$ cat config.mk
export PLATFORM = sky130hd
export DESIGN_NAME = dma_copia
export DESIGN_NICKNAME = d
export VERILOG_FILES = /design/src/rtl/dma_copia.sv
export SDC_FILE = /design/constraint.sdc
export NUM_CORES = 1
export LEC_CHECK = 0
export CAP_MARGIN = 20
export CORE_AREA = 3 3 122 124
export CTS_CLUSTER_DIAMETER = 150
export DETAILED_ROUTE_END_ITERATION = 10
export DIE_AREA = 0 0 125 127
export GPL_TIMING_DRIVEN = 1
export PLACE_DENSITY_LB_ADDON = 0.12
export SYNTH_ARGS = -nofsm -noshare
export SYNTH_HDL_FRONTEND = slang
export SYNTH_SLANG_ARGS = --single-unit
$ cat constraint.sdc
create_clock -name clock -period 11.1 [get_ports clock]
set_input_delay 1.665 -clock clock [delete_from_list [all_inputs] [get_ports clock]]
set_output_delay 1.665 -clock clock [all_outputs]
set_load 0.01 [all_outputs]
$ cat src/rtl/dma_copia.sv
// dma_copia: block copy engine for a single-port word memory.
// Copies quantidade words from origem to destino with memmove semantics,
// one read (LE) and one write (ESCREVE) per word.
module dma_copia #(
    parameter int unsigned bits = 16
) (
    input  logic            clock,
    input  logic            reset,
    input  logic            inicio,
    input  logic [bits-1:0] origem,
    input  logic [bits-1:0] destino,
    input  logic [bits-1:0] quantidade,
    output logic            ocupado,
    output logic            pronto,
    output logic            mem_write,
    output logic [bits-1:0] mem_endereco,
    output logic [bits-1:0] mem_dado_in,
    input  logic [bits-1:0] mem_dado_out
);

    localparam logic [1:0] OCIOSO  = 2'd0;
    localparam logic [1:0] LE      = 2'd1;
    localparam logic [1:0] ESCREVE = 2'd2;
    localparam logic [1:0] FIM     = 2'd3;

    logic [1:0]      estado, estado_n;
    logic [bits-1:0] fonte, fonte_n;
    logic [bits-1:0] alvo, alvo_n;
    logic [bits-1:0] restante, restante_n;
    logic [bits-1:0] palavra_n;
    logic            reverso, reverso_n;
    logic            ocupado_n, pronto_n, mem_write_n;
    logic [bits-1:0] mem_endereco_n;
    logic [bits-1:0] diferenca, ultimo;
    logic            reverso_cap;

    // Overlap test decided at capture: copy backwards only when the destination
    // starts inside the source block.
    always_comb begin
        diferenca   = destino - origem;
        ultimo      = quantidade - bits'(1);
        reverso_cap = (destino > origem) && (diferenca < quantidade);
    end

    // Next-state, datapath and next-output computation; outputs are registered
    // from the next state so they line up with the state they describe.
    always_comb begin
        estado_n       = estado;
        fonte_n        = fonte;
        alvo_n         = alvo;
        restante_n     = restante;
        palavra_n      = mem_dado_in;
        reverso_n      = reverso;
        ocupado_n      = 1'b0;
        pronto_n       = 1'b0;
        mem_write_n    = 1'b0;
        mem_endereco_n = '0;

        case (estado)
            OCIOSO: begin
                if (inicio) begin
                    reverso_n  = reverso_cap;
                    restante_n = quantidade;
                    if (reverso_cap) begin
                        fonte_n = origem + ultimo;
                        alvo_n  = destino + ultimo;
                    end else begin
                        fonte_n = origem;
                        alvo_n  = destino;
                    end
                    estado_n = (quantidade == '0) ? FIM : LE;
                end
            end
            LE: begin
                palavra_n = mem_dado_out;
                estado_n  = ESCREVE;
            end
            ESCREVE: begin
                restante_n = restante - bits'(1);
                fonte_n    = reverso ? fonte - bits'(1) : fonte + bits'(1);
                alvo_n     = reverso ? alvo - bits'(1) : alvo + bits'(1);
                estado_n   = (restante == bits'(1)) ? FIM : LE;
            end
            default: begin
                estado_n = OCIOSO;
            end
        endcase

        ocupado_n   = (estado_n != OCIOSO);
        pronto_n    = (estado_n == FIM);
        mem_write_n = (estado_n == ESCREVE);
        if (estado_n == LE) begin
            mem_endereco_n = fonte_n;
        end else if (estado_n == ESCREVE) begin
            mem_endereco_n = alvo_n;
        end
    end

    // State, datapath and output registers with synchronous reset.
    always_ff @(posedge clock) begin
        if (reset) begin
            estado       <= OCIOSO;
            fonte        <= '0;
            alvo         <= '0;
            restante     <= '0;
            reverso      <= 1'b0;
            mem_dado_in  <= '0;
            ocupado      <= 1'b0;
            pronto       <= 1'b0;
            mem_write    <= 1'b0;
            mem_endereco <= '0;
        end else begin
            estado       <= estado_n;
            fonte        <= fonte_n;
            alvo         <= alvo_n;
            restante     <= restante_n;
            reverso      <= reverso_n;
            mem_dado_in  <= palavra_n;
            ocupado      <= ocupado_n;
            pronto       <= pronto_n;
            mem_write    <= mem_write_n;
            mem_endereco <= mem_endereco_n;
        end
    end

endmodule

==> impl_summary.txt, run 1 <==
----------------------------------------------------
[Pwr]
  Max IR drop VDD ... just over 0.1 mV
  Leakage power ... ~4 nW
  Cell Pwr Density ... around 120 nW/µm²

[CTS]
  Post-cts sizing count ... 0
  Clk sinks ... 86
  Clock buffer count from CTS ... 9
  Clock-pin slew on the worst setup and hold paths ... ~0.070 ns
  Clock network latency to the later pin of the worst-skew pair ... 0.35 ns
  Maximum buffer depth of the clock tree ... 2
  Root Driver ... sky130_fd_sc_hd__clkbuf_16
  Post-CTS Setup Repair Bufs ... 0
  Post-cts hold buffer count ... 0
  CTS tree ... built
  H-tree Lvls ... 3

[Critical path]
  Critical-path maximum fanout ... 53
  Cells on worst reg2reg path ... 11
  Capturing element type of the critical path ... register
  Crit path required time ... 11.37 ns
  Crit path kind ... in -> reg
  Arrival time at the worst endpoint ... 6.83 ns
  Kind of start point of the critical path ... input pin

[Synth]
  Fraction of the yosys area taken by sequential cells ... 0.220
  Area share of the leading cell type in the synthesized netlist ... 0.220
  Summed instance area of the synthesized netlist ... around 7800 µm²
  Ys Warns ... 0
  Count of mapped cells out of synthesis ... between 1k and 1.5k
  Net count after synthesis ... between 1k and 1.5k
  Number of enable-type register cells in the synthesized netlist ... 0
  Synth top cells by count ... 116 x sky130_fd_sc_hd__a21oi_1, 112 x sky130_fd_sc_hd__nor2_1, 99 x sky130_fd_sc_hd__nand2_1
  Top-count cell post-synth ... sky130_fd_sc_hd__a21oi_1
  Dominant synthesized flop cell ... sky130_fd_sc_hd__dfxtp_1
  Synth top area cells ... sky130_fd_sc_hd__dfxtp_1 22%, sky130_fd_sc_hd__ha_1 15%, sky130_fd_sc_hd__a21oi_1 7.4%
  Post-synth ARST share ... 0
  Mapped Avg Cell Area ... 7.63 µm²
  Number of distinct standard cells referenced by the synthesized netlist ... 70
  FF+latch count, synth ... between 80 and 90
  Area leader, netlist ... sky130_fd_sc_hd__dfxtp_1

[Job]
  Max Cap Violations ... 0

[Detailed routing]
  Highest Signal Layer ... met4
  Starting DRC count in detailed routing ... around 850
  Met3 layer wire length in the routed design ... a little under 2000 µm
  Detailed-routing wirelength on met1 ... about 11000 µm
  Initial DRT Pass Iterations ... 7
  Vias/cell ... roughly 6
  Vias after detailed routing ... 8036
  Remaining antenna violation count ... 0
  WL final ... approximately 24000 µm
  DR DRC count ... 0
  Detailed-routed wire length on met2 ... roughly 11000 µm
  Routed wirelength normalized by instance count ... about 19 µm

[Status]
  Outcome ... complete, no violations

[Finish]
  Diode insertion count for antenna repair ... 0
  Filler Cells Inserted ... 1233
  Final Net Count ... between 1k and 1.5k
  Area delta synth->final ... 18.9%
  Ratio of cells with drive above 1 in the final layout ... 0.0446
  Final core utilization ... 0.671

[Floorplanning]
  Horiz. Die Dim ... 125 µm
  Effective utilization at floorplan ... 0.564
  Die Outline Area ... around 16000 µm²
  I/O pin total ... slightly above 100
  Row cnt ... 43
  Area of the core ... approximately 14000 µm²
  Height of the die ... 127 µm

[Timing]
  Transition time of the tightest slew-check pin ... 1.09 ns
  Final period utilization ... 0.591
  Max_slew headroom ... 0.277
  Fmax ... approximately 150 MHz
  RSZ-0062 raised after global routing ... false
  Time the worst path needs with I/O delays and setup ... 6.56 ns
  Setup violation total in the final timing report ... 0
  Worst path setup slack after routing ... about 4.5 ns
  Slew Viols, Final ... 0
  Setup total negative slack ... 0 ns
  Hold violation total from the final report ... 0
  Skew final ... just over 0.009 ns

[Global route]
  Grt total ovfl ... 0
  GRT Resource Usage Total ... 0.298
  Number of antenna violations at the first check in global routing ... 0
  Via count of the first global-routing pass ... 7541
  Pin count of the biggest net entering global routing ... 73
  Global-route wire length before repair ... 38800 µm

[Place]
  Port Buffers ... about 100
  Last weighted congestion value of the routability-driven placer ... ~0.94
  Setup WS pre-CTS ... 4.20 ns
  Sum of net half-perimeters after detailed placement ... around 18000 µm

[Worst hold path]
  Type of the tightest min-delay check ... reg -> reg
  Number of cells traversed by the worst hold path ... 2

----------------------------------------------------
-- cell type report --
cell class	instances	area [µm²]	share of cell area
Sequential cell	86	1720	0.185
Clock buffer	10	239	0.0257
Tap cell	180	225	0.0242
Inverter	51	191	0.0206
Multi-Input combinational cell	853	5770	0.620
Timing Repair Buffer	114	1110	0.119
Clock inverter	6	53.8	0.00578
-- stage by stage --
stage	cells	cell area (µm²)	hold WS (ns)	power, mW
after global routing	1300	9310	0.470	1.18
after detailed placement	1282	9000	0.446	0.808
final	1300	9310	0.455	1.11
after floorplan	1026	7830	0.444	0.673
after global placement	1282	9000	0.442	0.802
after CTS	1298	9290	0.456	1.11
-- state kept, by name, summed over array words and instances, names as in the netlist --
signal and cells:
alvo 16, estado 2, fonte 16, mem_dado_in 16
mem_endereco 16, mem_write 1, ocupado 1, pronto 1
restante 16, reverso 1
-- critical path, stage by stage --
cell and delay [ns]:
sky130_fd_sc_hd__clkdlybuf4s50_1 0.56, sky130_fd_sc_hd__inv_1 0.11, sky130_fd_sc_hd__ha_1 0.30, sky130_fd_sc_hd__nor2b_1 0.14, sky130_fd_sc_hd__o21a_1 0.13, sky130_fd_sc_hd__o21ai_0 0.10
sky130_fd_sc_hd__a31oi_1 0.30, sky130_fd_sc_hd__nor2_1 0.10, sky130_fd_sc_hd__o21ai_0 0.32, sky130_fd_sc_hd__nor4_1 0.12, sky130_fd_sc_hd__o41ai_1 0.44, sky130_fd_sc_hd__a21oi_1 0.15
sky130_fd_sc_hd__xnor2_1 0.18, sky130_fd_sc_hd__ha_1 0.28, sky130_fd_sc_hd__a21boi_0 0.13, sky130_fd_sc_hd__a211oi_1 0.35, sky130_fd_sc_hd__o311ai_4 0.15, sky130_fd_sc_hd__buf_4 0.33
sky130_fd_sc_hd__or3_1 0.43, sky130_fd_sc_hd__a311oi_1 0.25, sky130_fd_sc_hd__o21ai_0 0.12, sky130_fd_sc_hd__a21oi_1 0.15
-- worst paths after layout --
path	startpoint	end	slack (ns)
worst max register to register	reverso	alvo[15]	7.49
worst min-delay path	mem_dado_in[1]	mem_dado_in[1]	0.46
worst min register to register	mem_dado_in[1]	mem_dado_in[1]	0.46
worst max-delay path	origem[1]	alvo[2]	4.54
-- placed cells by master, fill, tap and decap left out, types with 11 or more instances in the layout --
cell,Yosys,routed
sky130_fd_sc_hd__a211oi_1,20,20
sky130_fd_sc_hd__a21o_1,23,23
sky130_fd_sc_hd__a21oi_1,116,116
sky130_fd_sc_hd__buf_4,0,11
sky130_fd_sc_hd__clkdlybuf4s50_1,0,100
sky130_fd_sc_hd__dfxtp_1,86,86
sky130_fd_sc_hd__ha_1,93,93
sky130_fd_sc_hd__inv_1,51,51
sky130_fd_sc_hd__mux2i_1,12,12
sky130_fd_sc_hd__nand2_1,99,99
sky130_fd_sc_hd__nand2b_1,12,12
sky130_fd_sc_hd__nand3_1,20,20
sky130_fd_sc_hd__nor2_1,112,112
sky130_fd_sc_hd__nor2b_1,12,12
sky130_fd_sc_hd__nor3_1,28,27
sky130_fd_sc_hd__o21a_1,12,12
sky130_fd_sc_hd__o21ai_0,58,58
sky130_fd_sc_hd__or3_1,13,13
sky130_fd_sc_hd__xnor2_1,50,50
sky130_fd_sc_hd__xor2_1,21,21
-- logic make-up (layout without fill, tap and decap cells) --
| logic type | count (synthesis) | in the layout | share of synthesized area |
|---|---|---|---|
| flops | 86 | 86 | 0.220 |
| mux | 12 | 12 | 0.0153 |
| xor+xnor | 72 | 72 | 0.0815 |
| compound gates | 337 | 337 | 0.283 |
| simple gates | 334 | 334 | 0.196 |
| fa+ha+maj | 98 | 98 | 0.161 |
| buf+inv | 87 | 181 | 0.0435 |
-- layer usage --
| layer | global-route usage | vias up |
|---|---|---|
| met2 | 0.476 | 367 |
| met3 | 0.0489 | 60 |
| met1 | 0.413 | 3677 |
| li1 | - | 3932 |
| met5 | 0 | - |
| met4 | 0.102 | 0 |
-- report_power, final --
group / switching, mW / total, mW / internal [mW] / leakage (nW)
combinational: 0.259 / 0.455 / 0.196 / 3.16
clock: 0.136 / 0.298 / 0.161 / 0.141
sequential: 0.0224 / 0.359 / 0.337 / 0.707
Power figures use the tool's default switching activity.
==> run 2, diff against run 1 <==
==> constraint.sdc (replaced) <==
create_clock -name clock -period 6.7 [get_ports clock]
set_input_delay 1.005 -clock clock [delete_from_list [all_inputs] [get_ports clock]]
set_output_delay 1.005 -clock clock [all_outputs]
set_load 0.01 [all_outputs]
==> run 2 against run 1 <==
Effect of this change: hold slack worse by 0.0025 ns; critical path type unchanged; clock skew down 0.0016 ns; routed wire length down 1.7%; combinational power up 65%; global-route usage down 0.77 points; clock power up 86%; final area up 0.32%; die area unchanged; register-to-register slack worse by 4.5 ns; core utilization up 0.22 points; highest routed layer unchanged; sequential power up 66%.
==> impl_summary.txt, run 2 (synthesis gave the netlist of run 1 again) <==
----------------------------------------------------
[Status]
  Outcome ... complete, no violations

[CTS]
  Root Driver ... sky130_fd_sc_hd__clkbuf_16
  CTS tree ... built
  Post-cts hold buffer count ... 0
  Clock buffer count from CTS ... 9
  H-tree Lvls ... 3
  Post-CTS Setup Repair Bufs ... 0
  Clk sinks ... 86
  Post-cts sizing count ... 0
  Maximum buffer depth of the clock tree ... 2
  Clock-pin slew on the worst setup and hold paths ... ~0.06 ns
  Clock network latency to the later pin of the worst-skew pair ... ~0.36 ns

[Finish]
  Number of standard cells in the layout, taps in and fillers out ... ~1.3k
  Area delta synth->final ... 19.3%
  Diode insertion count for antenna repair ... 0
  Final design area excluding fillers ... slightly above 9000 µm²
  Most common library cell in the layout ignoring fill and taps ... sky130_fd_sc_hd__a21oi_1
  Ratio of cells with drive above 1 in the final layout ... 0.0429
  Final Net Count ... ~1.3k
  Commonest cells after routing, fill and taps aside ... 116 x sky130_fd_sc_hd__a21oi_1, 112 x sky130_fd_sc_hd__nor2_1, 100 x sky130_fd_sc_hd__clkdlybuf4s50_1

[Timing]
  Skew final ... approximately 0.0077 ns
  Transition time of the tightest slew-check pin ... roughly 1.1 ns
  Setup total negative slack ... 0 ns
  Final period utilization ... 0.854
  Slew Viols, Final ... 0
  Fmax ... between 150 and 200 MHz
  RSZ-0062 raised after global routing ... false
  Max_slew headroom ... 0.239
  Setup violation total in the final timing report ... 0
  Time the worst path needs with I/O delays and setup ... roughly 5.7 ns
  Hold violation total from the final report ... 0

[Place]
  Last weighted congestion value of the routability-driven placer ... 0.936
  Placed insts ... approximately 1.3k
  Area after detailed placement ... 9010 µm²
  Sum of net half-perimeters after detailed placement ... 18000 µm
  Port Buffers ... 101

[Global route]
  Pin count of the biggest net entering global routing ... 54
  Grt total ovfl ... 0
  Via count of the first global-routing pass ... 7361
  Number of antenna violations at the first check in global routing ... 0
  GRT Resource Usage Total ... 0.291
  Global-route wire length before repair ... roughly 38000 µm

[Detailed routing]
  Starting DRC count in detailed routing ... 748
  Vias after detailed routing ... ~8.0k
  DR DRC count ... 0
  Remaining antenna violation count ... 0
  Routed wirelength normalized by instance count ... about 18 µm
  WL final ... around 24000 µm
  Initial DRT Pass Iterations ... 6
  Vias/cell ... just over 6

[Pwr]
  Cell Pwr Density ... between 200 and 250 nW/µm²
  Leakage power ... 4.02 nW
  Max IR drop VDD ... approximately 0.15 mV

[Floorplanning]
  Die Outline Area ... roughly 16000 µm²
  Effective utilization at floorplan ... 0.564
  Area of the core ... roughly 14000 µm²
  Horiz. Die Dim ... around 130 µm
  Row cnt ... 43
  I/O pin total ... a little over 100
  Height of the die ... 127 µm

[Critical path]
  Biggest cell delay along the critical path ... between 0.5 and 0.6 ns
  WP buf/inv ... 3
  Kind of start point of the critical path ... input pin
  Ordered cell list for the critical path ... clkdlybuf4s50_1 -> inv_1 -> ha_1 -> nor2b_1 -> o21a_1 -> o21ai_0 -> a31oi_1 -> nor2_1 -> o21ai_0 -> nor4_1 -> o41ai_1 -> a21oi_1 -> xnor2_1 -> ha_1 -> a21boi_0 -> a211oi_1 -> o311ai_4 -> buf_12 -> nand2_1 -> o21ai_0 -> a222oi_1 -> o21ai_0
  Crit path kind ... in -> reg
  Capturing element type of the critical path ... register
  Critical-path maximum fanout ... 53
  Arrival time at the worst endpoint ... 5.94 ns
  Crit path required time ... just under 7 ns
  CP delay by family, top ... compound AO/OA/AOI/OAI gates
  Worst-path cell with the longest stage delay ... sky130_fd_sc_hd__clkdlybuf4s50_1
  Most Frequent Cell on Critical Path ... sky130_fd_sc_hd__o21ai_0

[Worst hold path]
  Type of the tightest min-delay check ... reg -> reg

[Job]
  Max Cap Violations ... 0

----------------------------------------------------
run 2: cell types whose count changed in the layout (fill, tap and decap cells not counted):
| cell | before | now |
|---|---|---|
| sky130_fd_sc_hd__bufinv_16 | 0 | 2 |
| sky130_fd_sc_hd__clkbuf_1 | 0 | 1 |
| sky130_fd_sc_hd__clkbuf_8 | 1 | 0 |
| sky130_fd_sc_hd__clkinvlp_4 | 1 | 2 |
| sky130_fd_sc_hd__inv_6 | 1 | 2 |
| sky130_fd_sc_hd__buf_12 | 0 | 1 |
| sky130_fd_sc_hd__clkinv_4 | 3 | 0 |
| sky130_fd_sc_hd__clkbuf_4 | 1 | 0 |
| sky130_fd_sc_hd__buf_6 | 1 | 0 |
| sky130_fd_sc_hd__inv_8 | 1 | 0 |
run 2: worst register-to-register path: stages (launching register included):
cell                       delay [ns]
sky130_fd_sc_hd__dfxtp_1         0.31
sky130_fd_sc_hd__buf_4           0.38
sky130_fd_sc_hd__ha_1            0.34
sky130_fd_sc_hd__a21oi_1         0.16
sky130_fd_sc_hd__o21ai_0         0.13
sky130_fd_sc_hd__or2_2           0.30
sky130_fd_sc_hd__o41ai_1         0.60
sky130_fd_sc_hd__o21ai_0         0.37
sky130_fd_sc_hd__a221oi_1        0.41
sky130_fd_sc_hd__mux2i_1         0.28
sky130_fd_sc_hd__o21ai_0         0.11
sky130_fd_sc_hd__a311oi_1        0.23
run 2: path summary, 6_finish.rpt:
check | startpoint | to | slack, ns | cells after the start
worst max-delay path | origem[1] | mem_endereco[12] | 0.98 | 22
worst min-delay path | mem_dado_in[11] | mem_dado_in[11] | 0.45 | 2
worst max register to register | reverso | alvo[15] | 3.00 | 11
worst min register to register | mem_dado_in[11] | mem_dado_in[11] | 0.45 | 2
run 2: per-layer routing:
metal / GRT usage / part of all wire
met5: 0 / 0
met4: 0.102 / 0.029
met3: 0.0460 / 0.074
met2: 0.463 / 0.44
met1: 0.403 / 0.45
run 2: layout make-up:
cell class                 instances  area [µm²]
multi-input combinational        853        5770
fill                            1258        4540
sequential                        86        1720
timing repair buffer             113        1110
clock buffer                      10         229
tap                              180         225
inverter                          51         191
clock inverter                     6        92.6
run 2: power breakdown:
| group | total (mW) | internal (mW) | switching, mW |
|---|---|---|---|
| sequential | 0.595 | 0.558 | 0.0367 |
| combinational | 0.750 | 0.327 | 0.423 |
| clock | 0.553 | 0.330 | 0.223 |
| total | 1.90 | 1.22 | 0.683 |
run 2: stage by stage:
| step | hold slack [ns] | total power, mW | worst slack [ns] | util |
|---|---|---|---|---|
| floorplan | 0.444 | 1.12 | 1.96 | - |
| global placement | 0.442 | 1.33 | 0.796 | 0.649 |
| detailed placement | 0.446 | 1.34 | 0.686 | 0.649 |
| CTS | 0.455 | 1.89 | 1.06 | 0.673 |
| global route | 0.470 | 2.00 | 0.537 | 0.673 |
| finish | 0.453 | 1.90 | 0.981 | 0.673 |
==> run 3, diff against run 2 <==
==> constraint.sdc (replaced) <==
create_clock -name clock -period 5.4 [get_ports clock]
set_input_delay 0.81 -clock clock [delete_from_list [all_inputs] [get_ports clock]]
set_output_delay 0.81 -clock clock [all_outputs]
set_load 0.01 [all_outputs]
==> run 3 against run 2 <==
Effect of this change: first-iteration DRC count shrank 4.1%; clock power up 22%; core utilization grew 2.3 points; count of clock-buffer cells in the layout down 1; die area unchanged; via count rose by 3.0%; non-clock buffer count rose by 41; clock skew is 0.00054 ns higher; hold slack about the same.
==> impl_summary.txt, run 3 (synthesis gave the netlist of run 1 again) <==
----------------------------------------------------
[Status]
  Outcome ... complete, no violations

[Detailed routing]
  DR DRC count ... 0
  Starting DRC count in detailed routing ... slightly above 700
  WL final ... 24300 µm
  Vias after detailed routing ... 8207
  Routed wirelength normalized by instance count ... between 15 and 20 µm
  Initial DRT Pass Iterations ... 5
  Vias/cell ... 6.13
  Remaining antenna violation count ... 0

[Global route]
  Number of antenna violations at the first check in global routing ... 0
  Global-route wire length before repair ... ~38000 µm
  Pin count of the biggest net entering global routing ... 43
  Grt total ovfl ... 0
  GRT Resource Usage Total ... 0.292
  Via count of the first global-routing pass ... 7420

[Finish]
  Most common library cell in the layout ignoring fill and taps ... sky130_fd_sc_hd__a21oi_1
  Area delta synth->final ... 23.4%
  Filler Cells Inserted ... approximately 1.2k
  Ratio of cells with drive above 1 in the final layout ... 0.0794
  Final Net Count ... about 1.3k
  Diode insertion count for antenna repair ... 0
  Commonest cells after routing, fill and taps aside ... 116 x sky130_fd_sc_hd__a21oi_1, 111 x sky130_fd_sc_hd__nor2_1, 100 x sky130_fd_sc_hd__clkdlybuf4s50_1
  Final design area excluding fillers ... between 9000 and 10000 µm²

[Critical path]
  Kind of start point of the critical path ... input pin
  Worst-path cell with the longest stage delay ... sky130_fd_sc_hd__clkdlybuf4s50_1
  Crit path required time ... about 5.7 ns
  Critical-path maximum fanout ... 18
  Ordered cell list for the critical path ... clkdlybuf4s50_1 -> inv_1 -> ha_1 -> nor2b_1 -> o21a_1 -> o21ai_1 -> a31oi_2 -> nor2_2 -> o21ai_2 -> nor4_1 -> buf_4 -> o41ai_1 -> a21oi_1 -> xnor2_1 -> ha_1 -> a21boi_0 -> a211oi_1 -> buf_4 -> o311ai_4 -> buf_12 -> or3_1 -> a311oi_1 -> o21ai_0 -> a21oi_1
  Arrival time at the worst endpoint ... between 5 and 6 ns
  Capturing element type of the critical path ... register
  Crit path kind ... in -> reg
  Reg-to-Reg Start ... reverso
  Launch point of the worst path ... origem[1]
  Biggest cell delay along the critical path ... about 0.48 ns

[CTS]
  Clock network latency to the later pin of the worst-skew pair ... between 0.3 and 0.4 ns
  Post-cts sizing count ... 0
  Maximum buffer depth of the clock tree ... 2
  Root Driver ... sky130_fd_sc_hd__clkbuf_16
  Clk sinks ... 86
  Post-CTS Setup Repair Bufs ... 0
  Clock buffer count from CTS ... 9
  CTS tree ... built
  Clock-pin slew on the worst setup and hold paths ... roughly 0.060 ns
  H-tree Lvls ... 3
  Post-cts hold buffer count ... 0

[Timing]
  Max_slew headroom ... 0.333
  Fmax ... 194 MHz
  Slew Viols, Final ... 0
  Time the worst path needs with I/O delays and setup ... slightly above 5 ns
  Transition time of the tightest slew-check pin ... ~1.0 ns
  Skew final ... just over 0.008 ns
  Setup total negative slack ... 0 ns
  RSZ-0062 raised after global routing ... false
  Final period utilization ... 0.953
  Hold violation total from the final report ... 0
  Hold slack final ... 0.453 ns
  Setup violation total in the final timing report ... 0

[Pwr]
  Leakage power ... between 4 and 5 nW
  Cell Pwr Density ... between 200 and 250 nW/µm²
  Max IR drop VDD ... between 0.15 and 0.2 mV

[Floorplanning]
  I/O pin total ... between 100 and 150
  Horiz. Die Dim ... roughly 130 µm
  Area of the core ... about 14000 µm²
  Die Outline Area ... about 16000 µm²
  Row cnt ... 43
  Effective utilization at floorplan ... 0.564
  Height of the die ... approximately 130 µm

[Place]
  Last weighted congestion value of the routability-driven placer ... 0.985
  Port Buffers ... around 100
  Area after detailed placement ... about 9300 µm²
  Sum of net half-perimeters after detailed placement ... ~19000 µm

[Job]
  Max Cap Violations ... 0

[Worst hold path]
  Type of the tightest min-delay check ... reg -> reg
  Hold Path Origin ... mem_dado_in[8]

----------------------------------------------------
==> run 3: worst paths after layout <==
path                      end  slack [ns]  cells past startpoint
min reg2reg    mem_dado_in[8]        0.45                      2
max                   alvo[2]        0.25                     24
min            mem_dado_in[8]        0.45                      2
max reg2reg  mem_endereco[13]        2.04                     12
==> run 3: stage by stage <==
step	std cells	setup WS, ns	utilization	power (mW)
2_1_floorplan	1026	0.858	-	1.38
3_3_place_gp	1324	-0.0784	0.672	1.70
3_5_place_dp	1324	-0.256	0.672	1.71
4_1_cts	1339	0.0836	0.695	2.39
5_1_grt	1339	0.00569	0.696	2.52
6_report	1339	0.254	0.696	2.40
==> run 3: area by class of cell <==
| type | instances | area, µm² | share of cell area |
|---|---|---|---|
| sequential | 86 | 1720 | 0.178 |
| inverter | 51 | 191 | 0.0198 |
| clock inverter | 6 | 93.8 | 0.00971 |
| clock buffer | 9 | 225 | 0.0233 |
| tap | 180 | 225 | 0.0233 |
| multi-input combinational | 853 | 5790 | 0.599 |
| timing repair buffer | 154 | 1420 | 0.147 |
==> run 3: power by group <==
part           leakage [nW]  internal, mW  switching (mW)
Combinational          3.36         0.446           0.539
Sequential            0.707         0.693          0.0474
Clock                 0.153         0.407           0.269
Total                  4.22          1.55           0.855
==> run 3: metal layers <==
metal / vias up / track usage / part of all wire / wire length (µm)
met4: 0 / 0.0689 / 0.021 / 518
li1: 4019 / - / - / -
met3: 39 / 0.0543 / 0.083 / 2030
met5: - / 0 / 0 / 0
met1: 3802 / 0.393 / 0.44 / 10700
met2: 347 / 0.490 / 0.45 / 11100
==> run 3: worst max-delay path: cells and delay by family <==
family	cells	cell delay, ns
AOI/OAI and AO/OA	12	1.92
and+or+nand+nor	4	0.90
adders and majority gates	2	0.59
xor gates and xnor gates	1	0.15
buffers and inverters	5	1.03
